--- config.mk ---
export PLATFORM = sky130hd
export DESIGN_NAME = esm_dep_tracker_flat
export DESIGN_NICKNAME = d
export VERILOG_FILES = /design/src/rtl/esm_dep_pkg.sv /design/src/rtl/esm_dep_tracker_if.sv /design/src/rtl/esm_prio_enc.sv /design/src/rtl/esm_dep_tracker.sv /design/src/flat_wrapper.sv
export SDC_FILE = /design/constraint.sdc
export NUM_CORES = 1
export LEC_CHECK = 0
export ABC_AREA = 1
export CAP_MARGIN = 20
export CORE_MARGIN = 4
export CORE_UTILIZATION = 50
export CTS_BUF_LIST = sky130_fd_sc_hd__clkbuf_4
export CTS_CLUSTER_DIAMETER = 150
export DETAILED_ROUTE_END_ITERATION = 6
export GPL_TIMING_DRIVEN = 0
export PLACE_DENSITY = 0.75
export SLEW_MARGIN = 20
export SYNTH_ARGS = -nofsm -noshare
export SYNTH_HDL_FRONTEND = slang
export SYNTH_SLANG_ARGS = --single-unit
export TNS_END_PERCENT = 20
--- constraint.sdc ---
create_clock -name clk -period 5.73 [get_ports clk]
set_input_delay 0.8595 -clock clk [delete_from_list [all_inputs] [get_ports clk]]
set_output_delay 0.8595 -clock clk [all_outputs]
set_load 0.1 [all_outputs]
--- src/rtl/esm_dep_pkg.sv ---
// ---------------------------------------------------------------------------
// esm_dep_pkg
// Shared helpers for the ESM dependency tracker.
//   - MAX_SLOTS / MAX_IDXW : widest slot vector the helper functions handle
//                            (the tracker supports BS up to MAX_SLOTS).
//   - MAX_RAW_W            : widest register address held in a slot record.
//   - REG0                 : the hard-zero architectural register.
//   - slot_rec_t           : per-slot source operand record, only stored when
//                            the ESM_WAW_WAR_EN build option is defined.
//   - onehot / lowest_set / popcount : slot-vector helpers.
// ---------------------------------------------------------------------------
package esm_dep_pkg;

    localparam int unsigned MAX_SLOTS = 64;
    localparam int unsigned MAX_IDXW  = 6;
    localparam int unsigned MAX_RAW_W = 8;
    localparam int unsigned REG0      = 0;

    typedef logic [MAX_SLOTS-1:0] slot_vec_t;

    typedef struct packed {
        logic [MAX_RAW_W-1:0] rs1;
        logic [MAX_RAW_W-1:0] rs2;
        logic                 rs1_en;
        logic                 rs2_en;
    } slot_rec_t;

    function automatic slot_vec_t onehot(input logic [MAX_IDXW-1:0] idx);
        return slot_vec_t'(1'b1) << idx;
    endfunction

    // Index of the lowest set bit; 0 when no bit is set.
    function automatic logic [MAX_IDXW-1:0] lowest_set(input slot_vec_t v);
        logic [MAX_IDXW-1:0] r;
        r = '0;
        for (int i = MAX_SLOTS - 1; i >= 0; i--) begin
            if (v[i]) r = MAX_IDXW'(i);
        end
        return r;
    endfunction

    function automatic logic [MAX_IDXW:0] popcount(input slot_vec_t v);
        logic [MAX_IDXW:0] c;
        c = '0;
        for (int i = 0; i < MAX_SLOTS; i++) begin
            c = c + {{MAX_IDXW{1'b0}}, v[i]};
        end
        return c;
    endfunction

endpackage

--- src/rtl/esm_dep_tracker_if.sv ---
// ---------------------------------------------------------------------------
// esm_dep_tracker_if
// Bus between decode/issue logic (master) and the dependency tracker (slave).
//   flush                         : clear tracker next edge
//   alloc_valid/ready/idx         : allocation handshake and chosen slot
//   alloc_rd/_en, alloc_rs1/_en,
//   alloc_rs2/_en                 : register operands of the new instruction
//   issue_valid/idx/ready         : issue handshake (lowest ready slot)
//   comp_valid/idx                : completion of an issued slot
//   ready_vec, occupancy, comp_err: status outputs
// ---------------------------------------------------------------------------
interface esm_dep_tracker_if #(
    parameter int BS     = 16,
    parameter int REGNUM = 32
);
    localparam int IDXW  = $clog2(BS);
    localparam int RAW_W = $clog2(REGNUM);

    logic             flush;
    logic             alloc_valid;
    logic             alloc_ready;
    logic [IDXW-1:0]  alloc_idx;
    logic [RAW_W-1:0] alloc_rd;
    logic             alloc_rd_en;
    logic [RAW_W-1:0] alloc_rs1;
    logic             alloc_rs1_en;
    logic [RAW_W-1:0] alloc_rs2;
    logic             alloc_rs2_en;
    logic             issue_valid;
    logic [IDXW-1:0]  issue_idx;
    logic             issue_ready;
    logic             comp_valid;
    logic [IDXW-1:0]  comp_idx;
    logic [BS-1:0]    ready_vec;
    logic [IDXW:0]    occupancy;
    logic             comp_err;

    modport master (
        output flush, alloc_valid, alloc_rd, alloc_rd_en, alloc_rs1, alloc_rs1_en,
               alloc_rs2, alloc_rs2_en, issue_ready, comp_valid, comp_idx,
        input  alloc_ready, alloc_idx, issue_valid, issue_idx, ready_vec,
               occupancy, comp_err
    );

    modport slave (
        input  flush, alloc_valid, alloc_rd, alloc_rd_en, alloc_rs1, alloc_rs1_en,
               alloc_rs2, alloc_rs2_en, issue_ready, comp_valid, comp_idx,
        output alloc_ready, alloc_idx, issue_valid, issue_idx, ready_vec,
               occupancy, comp_err
    );

endinterface

--- src/rtl/esm_prio_enc.sv ---
// ---------------------------------------------------------------------------
// esm_prio_enc
// W-wide lowest-set-bit priority encoder.
//   req_i : request vector
//   any_o : at least one request bit set
//   idx_o : index of the lowest set bit (0 when none)
// ---------------------------------------------------------------------------
module esm_prio_enc
    import esm_dep_pkg::*;
#(
    parameter int W    = 16,
    parameter int IDXW = $clog2(W)
) (
    input  logic [W-1:0]    req_i,
    output logic            any_o,
    output logic [IDXW-1:0] idx_o
);

    assign any_o = |req_i;
    assign idx_o = IDXW'(lowest_set(slot_vec_t'(req_i)));

endmodule

--- src/rtl/esm_dep_tracker.sv ---
// ---------------------------------------------------------------------------
// esm_dep_tracker
// Tracks up to BS in-flight instructions between decode and issue. A register
// producer table turns each new instruction's sources into a row of the
// dependency matrix (row = consumer, column = producer); completing a slot
// clears its column and retires it from the producer table.
//   clk  : clock
//   rst  : synchronous active-high reset
//   bus  : esm_dep_tracker_if slave (allocate / issue / complete / status)
// Build option ESM_WAW_WAR_EN: adds WAW (current producer of rd) and WAR
// (valid, unissued readers of rd) terms, using stored per-slot source records.
// BS must be a power of two, 2 <= BS <= esm_dep_pkg::MAX_SLOTS.
// ---------------------------------------------------------------------------
module esm_dep_tracker
    import esm_dep_pkg::*;
#(
    parameter int BS     = 16,
    parameter int REGNUM = 32
) (
    input  logic              clk,
    input  logic              rst,
    esm_dep_tracker_if.slave  bus
);

    localparam int IDXW  = $clog2(BS);
    localparam int RAW_W = $clog2(REGNUM);

    logic [BS-1:0]    valid_q, valid_d;
    logic [BS-1:0]    issued_q, issued_d;
    logic [BS-1:0]    dep_q [BS];
    logic [BS-1:0]    dep_d [BS];
    logic [REGNUM-1:0] prod_v_q, prod_v_d;
    logic [IDXW-1:0]  prod_idx_q [REGNUM];
    logic [IDXW-1:0]  prod_idx_d [REGNUM];
    logic [IDXW:0]    occ_q, occ_d;
    logic             comp_err_q, comp_err_d;
`ifdef ESM_WAW_WAR_EN
    slot_rec_t        rec_q [BS];
    slot_rec_t        rec_d [BS];
`endif

    logic [BS-1:0]    free_vec;
    logic [BS-1:0]    ready_vec;
    logic             alloc_ready, issue_valid;
    logic [IDXW-1:0]  alloc_idx, issue_idx, comp_k;
    logic             alloc_fire, issue_fire, comp_ok;
    logic [BS-1:0]    row_new;

    function automatic logic [BS-1:0] slot_bit(input logic [IDXW-1:0] idx);
        return BS'(onehot(MAX_IDXW'(idx)));
    endfunction

    assign free_vec = ~valid_q;

    esm_prio_enc #(.W(BS), .IDXW(IDXW)) u_free_sel (
        .req_i (free_vec),
        .any_o (alloc_ready),
        .idx_o (alloc_idx)
    );

    always_comb begin
        ready_vec = '0;
        for (int i = 0; i < BS; i++) begin
            ready_vec[i] = valid_q[i] & ~issued_q[i] & ~(|dep_q[i]);
        end
    end

    esm_prio_enc #(.W(BS), .IDXW(IDXW)) u_issue_sel (
        .req_i (ready_vec),
        .any_o (issue_valid),
        .idx_o (issue_idx)
    );

    assign comp_k     = bus.comp_idx;
    assign comp_ok    = bus.comp_valid & valid_q[comp_k] & issued_q[comp_k];
    assign alloc_fire = bus.alloc_valid & alloc_ready;
    assign issue_fire = issue_valid & bus.issue_ready;

    always_comb begin
        valid_d    = valid_q;
        issued_d   = issued_q;
        dep_d      = dep_q;
        prod_v_d   = prod_v_q;
        prod_idx_d = prod_idx_q;
        row_new    = '0;
        comp_err_d = bus.comp_valid & ~comp_ok;
`ifdef ESM_WAW_WAR_EN
        rec_d      = rec_q;
`endif

        if (comp_ok) begin
            valid_d[comp_k]  = 1'b0;
            issued_d[comp_k] = 1'b0;
            for (int i = 0; i < BS; i++) dep_d[i][comp_k] = 1'b0;
            for (int r = 0; r < REGNUM; r++) begin
                if (prod_v_q[r] && prod_idx_q[r] == comp_k) prod_v_d[r] = 1'b0;
            end
        end

        // The issued slot is never the completing one (that one is already issued).
        if (issue_fire) issued_d[issue_idx] = 1'b1;

        if (alloc_fire) begin
            // A producer completing this same edge is bypassed: no dep bit on it.
            if (bus.alloc_rs1_en && bus.alloc_rs1 != RAW_W'(REG0) && prod_v_q[bus.alloc_rs1]
                && !(comp_ok && prod_idx_q[bus.alloc_rs1] == comp_k))
                row_new = row_new | slot_bit(prod_idx_q[bus.alloc_rs1]);
            if (bus.alloc_rs2_en && bus.alloc_rs2 != RAW_W'(REG0) && prod_v_q[bus.alloc_rs2]
                && !(comp_ok && prod_idx_q[bus.alloc_rs2] == comp_k))
                row_new = row_new | slot_bit(prod_idx_q[bus.alloc_rs2]);
`ifdef ESM_WAW_WAR_EN
            if (bus.alloc_rd_en && bus.alloc_rd != RAW_W'(REG0)) begin
                if (prod_v_q[bus.alloc_rd] && !(comp_ok && prod_idx_q[bus.alloc_rd] == comp_k))
                    row_new = row_new | slot_bit(prod_idx_q[bus.alloc_rd]);
                for (int j = 0; j < BS; j++) begin
                    if (valid_q[j] && !issued_q[j] &&
                        ((rec_q[j].rs1_en && rec_q[j].rs1 == MAX_RAW_W'(bus.alloc_rd)) ||
                         (rec_q[j].rs2_en && rec_q[j].rs2 == MAX_RAW_W'(bus.alloc_rd))))
                        row_new[j] = 1'b1;
                end
            end
            rec_d[alloc_idx] = '{rs1:    MAX_RAW_W'(bus.alloc_rs1),
                                 rs2:    MAX_RAW_W'(bus.alloc_rs2),
                                 rs1_en: bus.alloc_rs1_en,
                                 rs2_en: bus.alloc_rs2_en};
`endif
            valid_d[alloc_idx]  = 1'b1;
            issued_d[alloc_idx] = 1'b0;
            dep_d[alloc_idx]    = row_new;
            // Applied after the completion clear, so the new producer wins.
            if (bus.alloc_rd_en && bus.alloc_rd != RAW_W'(REG0)) begin
                prod_v_d[bus.alloc_rd]   = 1'b1;
                prod_idx_d[bus.alloc_rd] = alloc_idx;
            end
        end

        if (bus.flush) begin
            valid_d    = '0;
            issued_d   = '0;
            prod_v_d   = '0;
            comp_err_d = 1'b0;
            for (int i = 0; i < BS; i++) dep_d[i] = '0;
            for (int r = 0; r < REGNUM; r++) prod_idx_d[r] = '0;
        end

        occ_d = (IDXW+1)'(popcount(slot_vec_t'(valid_d)));
    end

    always_ff @(posedge clk) begin
        if (rst) begin
            valid_q    <= '0;
            issued_q   <= '0;
            prod_v_q   <= '0;
            occ_q      <= '0;
            comp_err_q <= 1'b0;
            for (int i = 0; i < BS; i++) dep_q[i] <= '0;
            for (int r = 0; r < REGNUM; r++) prod_idx_q[r] <= '0;
        end else begin
            valid_q    <= valid_d;
            issued_q   <= issued_d;
            prod_v_q   <= prod_v_d;
            occ_q      <= occ_d;
            comp_err_q <= comp_err_d;
            dep_q      <= dep_d;
            prod_idx_q <= prod_idx_d;
        end
    end

`ifdef ESM_WAW_WAR_EN
    // Source records are payload, read only while their slot is valid.
    always_ff @(posedge clk) begin
        rec_q <= rec_d;
    end
`endif

    assign bus.alloc_ready = alloc_ready;
    assign bus.alloc_idx   = alloc_idx;
    assign bus.issue_valid = issue_valid;
    assign bus.issue_idx   = issue_idx;
    assign bus.ready_vec   = ready_vec;
    assign bus.occupancy   = occ_q;
    assign bus.comp_err    = comp_err_q;

endmodule

--- src/flat_wrapper.sv ---
// flat-port wrapper written by rule: the top's interface ports become plain ports
module esm_dep_tracker_flat import esm_dep_pkg::*;
#(
    parameter int BS     = 16,
    parameter int REGNUM = 32
)
  (clk, rst, bus_flush, bus_alloc_valid, bus_alloc_rd, bus_alloc_rd_en, bus_alloc_rs1, bus_alloc_rs1_en, bus_alloc_rs2, bus_alloc_rs2_en, bus_issue_ready, bus_comp_valid, bus_comp_idx, bus_alloc_ready, bus_alloc_idx, bus_issue_valid, bus_issue_idx, bus_ready_vec, bus_occupancy, bus_comp_err);
  esm_dep_tracker_if #(.BS(BS), .REGNUM(REGNUM)) bus_i ();
  input  logic clk;
  input  logic rst;
  input wire logic [$bits(bus_i.flush)-1:0] bus_flush;
  input wire logic [$bits(bus_i.alloc_valid)-1:0] bus_alloc_valid;
  input wire logic [$bits(bus_i.alloc_rd)-1:0] bus_alloc_rd;
  input wire logic [$bits(bus_i.alloc_rd_en)-1:0] bus_alloc_rd_en;
  input wire logic [$bits(bus_i.alloc_rs1)-1:0] bus_alloc_rs1;
  input wire logic [$bits(bus_i.alloc_rs1_en)-1:0] bus_alloc_rs1_en;
  input wire logic [$bits(bus_i.alloc_rs2)-1:0] bus_alloc_rs2;
  input wire logic [$bits(bus_i.alloc_rs2_en)-1:0] bus_alloc_rs2_en;
  input wire logic [$bits(bus_i.issue_ready)-1:0] bus_issue_ready;
  input wire logic [$bits(bus_i.comp_valid)-1:0] bus_comp_valid;
  input wire logic [$bits(bus_i.comp_idx)-1:0] bus_comp_idx;
  output wire logic [$bits(bus_i.alloc_ready)-1:0] bus_alloc_ready;
  output wire logic [$bits(bus_i.alloc_idx)-1:0] bus_alloc_idx;
  output wire logic [$bits(bus_i.issue_valid)-1:0] bus_issue_valid;
  output wire logic [$bits(bus_i.issue_idx)-1:0] bus_issue_idx;
  output wire logic [$bits(bus_i.ready_vec)-1:0] bus_ready_vec;
  output wire logic [$bits(bus_i.occupancy)-1:0] bus_occupancy;
  output wire logic [$bits(bus_i.comp_err)-1:0] bus_comp_err;
  assign bus_i.flush = bus_flush;
  assign bus_i.alloc_valid = bus_alloc_valid;
  assign bus_i.alloc_rd = bus_alloc_rd;
  assign bus_i.alloc_rd_en = bus_alloc_rd_en;
  assign bus_i.alloc_rs1 = bus_alloc_rs1;
  assign bus_i.alloc_rs1_en = bus_alloc_rs1_en;
  assign bus_i.alloc_rs2 = bus_alloc_rs2;
  assign bus_i.alloc_rs2_en = bus_alloc_rs2_en;
  assign bus_i.issue_ready = bus_issue_ready;
  assign bus_i.comp_valid = bus_comp_valid;
  assign bus_i.comp_idx = bus_comp_idx;
  assign bus_alloc_ready = bus_i.alloc_ready;
  assign bus_alloc_idx = bus_i.alloc_idx;
  assign bus_issue_valid = bus_i.issue_valid;
  assign bus_issue_idx = bus_i.issue_idx;
  assign bus_ready_vec = bus_i.ready_vec;
  assign bus_occupancy = bus_i.occupancy;
  assign bus_comp_err = bus_i.comp_err;
  esm_dep_tracker #(.BS(BS), .REGNUM(REGNUM)) u_core (.clk(clk), .rst(rst), .bus(bus_i));
endmodule
==> flow_summary.ini <==
[drt]
routed_via_density = 6.07
wl_per_cell_um = 23.1
drc = 12
routed_wl_um = 104000
ant_nets = 0
drt-initial-drc-count = 4207
num_vias = 27300
firstDrtPassIters = 7

[floorplanning]
initial_core_util_pct = 50.9
ios = 60
dieArea_um2 = 52500
die_h_um = 229
die_w_um = 229
core_um2 = 48000
rows = 80

[yosys]
netlist.area_leader.share_pct = 37.1
yosys-top-cells-area = dfxtp_1, nand2_1, a21oi_1
syn_area_um2 = 24500
synth_ff_type = dfxtp_1
syn_area_per_cell_um2 = 6.76
ys_seq_area_share_pct = 37.1
syn-instance-count = 3621
synth_nets = 3664
synthMostInstantiatedCell = nand2_1
ys_seq_elements = 454
ys_warn_count = 0
synthDistinctLibCells = 56
synth_common_cells = nand2_1, dfxtp_1, a21oi_1
synth-async-reset-ratio_pct = 0
yosysTopAreaCell = dfxtp_1
synth-edff-count = 0

[grt]
antenna_found_initial = 1
first_global_vias = 24800
grt_pass1_wl_um = 152000
overflow = 0
track_usage_pct = 37.7
grt_max_degree = 19

[timing]
min_period_ns = 5.64
finalSetupViolCount = 0
hold_violations = 0
fin_tns_setup_ns = 0
skew_ns = 0.0761
finalCritPeriodShare_pct = 98.4
slew_headroom_pct = 10.3
worst_slew_pin_slew_ns = 1.34
drv_slew = 0
fmax_mhz = 177
fin_ws_ns = 0.0938

[power_and_ir_drop]
leakage_nw = 11.5
max-vdd-ir-drop_uv = 239
power.density_nw_per_um2 = 243
finalPower_mw = 6.67

[clock_tree]
clk_pin_slew_ns = 0.06
htreeDepth = 3
cts_root_buffer = clkbuf_4
numCtsBuffers = 118
clk-insertion-delay-late_ns = 0.92
cts.sinks = 454
ctsHoldBuffers = 0
clockBufferDepth = 3
cts_tree = built

[placement]
pre_cts_slack_ns = -2.13
portBuffers = 54
dpl.hpwl_um = 73900
place_area_um2 = 25800
dp.cells = 4290
gp_congestion = 1.12

[finish]
nets = 3842
drive_gt1_share_pct = 9.31
stdcell_count = 4494
syn_to_final_growth_pct = 12.3
final_cell_area_um2 = 27500

[critical_path]
cp.required_ns = 6.44
critPathLaunchType = primary input
cp.arrival_ns = 6.35
crit_fanout = 10
critical_path_class = primary input to flop
end_kind = flop

[status]
violations = DRC
outcome = complete, but fails checks

[hold_path]
holdCritPathClass = flop to flop

[flow_run]
max_cap_viol_count = 0
state kept, by name, indices dropped and copies added (netlist names):
name and cells:
u_core.bus.occupancy 5, u_core.prod_v_q 32, u_core.dep_q 256, u_core.prod_idx_q 128
u_core.issued_q 16, u_core.valid_q 16, u_core.bus.comp_err 1
path summary, 6_finish.rpt:
kind	from	end	slack [ns]	cells past startpoint
max	bus_comp_idx[1]	u_core.bus.occupancy[2]	0.09	25
min	u_core.dep_q[121]	u_core.dep_q[121]	0.46	2
max reg2reg	u_core.issued_q[1]	u_core.bus.occupancy[2]	0.12	22
min reg2reg	u_core.dep_q[121]	u_core.dep_q[121]	0.46	2
cells by family (layout without fill, tap and decap cells):
| kind of cell | Yosys count | in the layout | synth area share (%) |
|---|---|---|---|
| other | 0 | 1 | 0 |
| xor gates and xnor gates | 105 | 105 | 3.76 |
| adders and majority gates | 15 | 15 | 1.07 |
| AOI/OAI and AO/OA | 895 | 895 | 19.8 |
| and+or+nand+nor | 1608 | 1608 | 29.1 |
| DFF | 454 | 454 | 37.1 |
| buffers and inverters | 544 | 801 | 9.16 |
metrics by stage:
step	util [%]	hold WS, ns
global placement	53.8	0.446
floorplan	-	0.436
finish	57.2	0.457
CTS	56.8	0.460
global route	57.2	0.474
detailed placement	53.8	0.451
where the power goes:
group | switching, mW | total [mW] | internal (mW)
combinational | 0.523 | 0.687 | 0.164
sequential | 0.00613 | 3.17 | 3.16
clock | 1.43 | 2.82 | 1.39
layout by cell type (no fill, tap or decap), types with 6 or more instances in the layout:
| cell | n |
|---|---|
| clkdlybuf4s50_1 | 53 |
| nor3_2 | 6 |
| buf_6 | 15 |
| nand2_2 | 9 |
| xnor2_1 | 39 |
| o22ai_1 | 25 |
| o221ai_1 | 18 |
| buf_1 | 11 |
| dfxtp_1 | 450 |
| fa_1 | 9 |
| nand3_1 | 258 |
| nor4_1 | 14 |
| nand4_1 | 28 |
| o21ai_0 | 314 |
| nand2_4 | 17 |
| or4_1 | 10 |
| a31oi_1 | 7 |
| nor2_2 | 6 |
| clkinv_1 | 24 |
| nand2_1 | 847 |
| o21ai_1 | 95 |
| nor3_1 | 43 |
| clkbuf_1 | 106 |
| buf_4 | 15 |
| o211ai_1 | 16 |
| buf_2 | 37 |
| a21oi_1 | 363 |
| o41ai_1 | 30 |
| clkbuf_4 | 172 |
| nand4_4 | 10 |
| inv_1 | 333 |
| xor2_1 | 66 |
| nor2_4 | 8 |
| nand3_4 | 11 |
| inv_2 | 14 |
| nor2_1 | 322 |
cell type report:
class                           count  area [µm²]
Antenna cell                        1        2.50
Buffer                            181         906
Clock buffer                      169        1270
Clock inverter                     30         158
Fill cell                        4717       20600
Inverter                          356        1360
Multi-Input combinational cell   2623       13300
Sequential cell                   454        9090
Tap cell                          615         769
Timing Repair Buffer               65         632
worst max-delay path, cell delays in order:
cell and delay (ns):
clkbuf_4 0.18, buf_8 0.18, nand2_4 0.14, o22ai_1 0.09, o21ai_1 0.19, nand3_1 0.15
nor3_4 0.34, inv_4 0.12, nor2_4 0.18, nand2_2 0.25, clkbuf_4 0.35, nand2_1 0.12
a21oi_1 0.10, fa_1 0.54, inv_1 0.05, fa_1 0.45, fa_1 0.48, inv_1 0.05
fa_1 0.42, inv_1 0.08, fa_2 0.19, inv_2 0.05, fa_1 0.46, xnor2_1 0.20
nor2_2 0.08
routing by layer:
| metal | GRT usage, % | share of wire (%) |
|---|---|---|
| met2 | 54.3 | 40 |
| met1 | 51.0 | 40 |
| met3 | 9.78 | 13 |
| met5 | 0 | 0 |
| met4 | 22.1 | 6.4 |
repair_timing:
item / CTS / global route
gates resized for setup: 12 / 33
setup buffers: 1 / 9
pin swaps: 1 / 3
endpoints found under the hold margin: 0 / 0
setup endpoints to repair: 5 / 4
(Power assumes the default switching activity.)
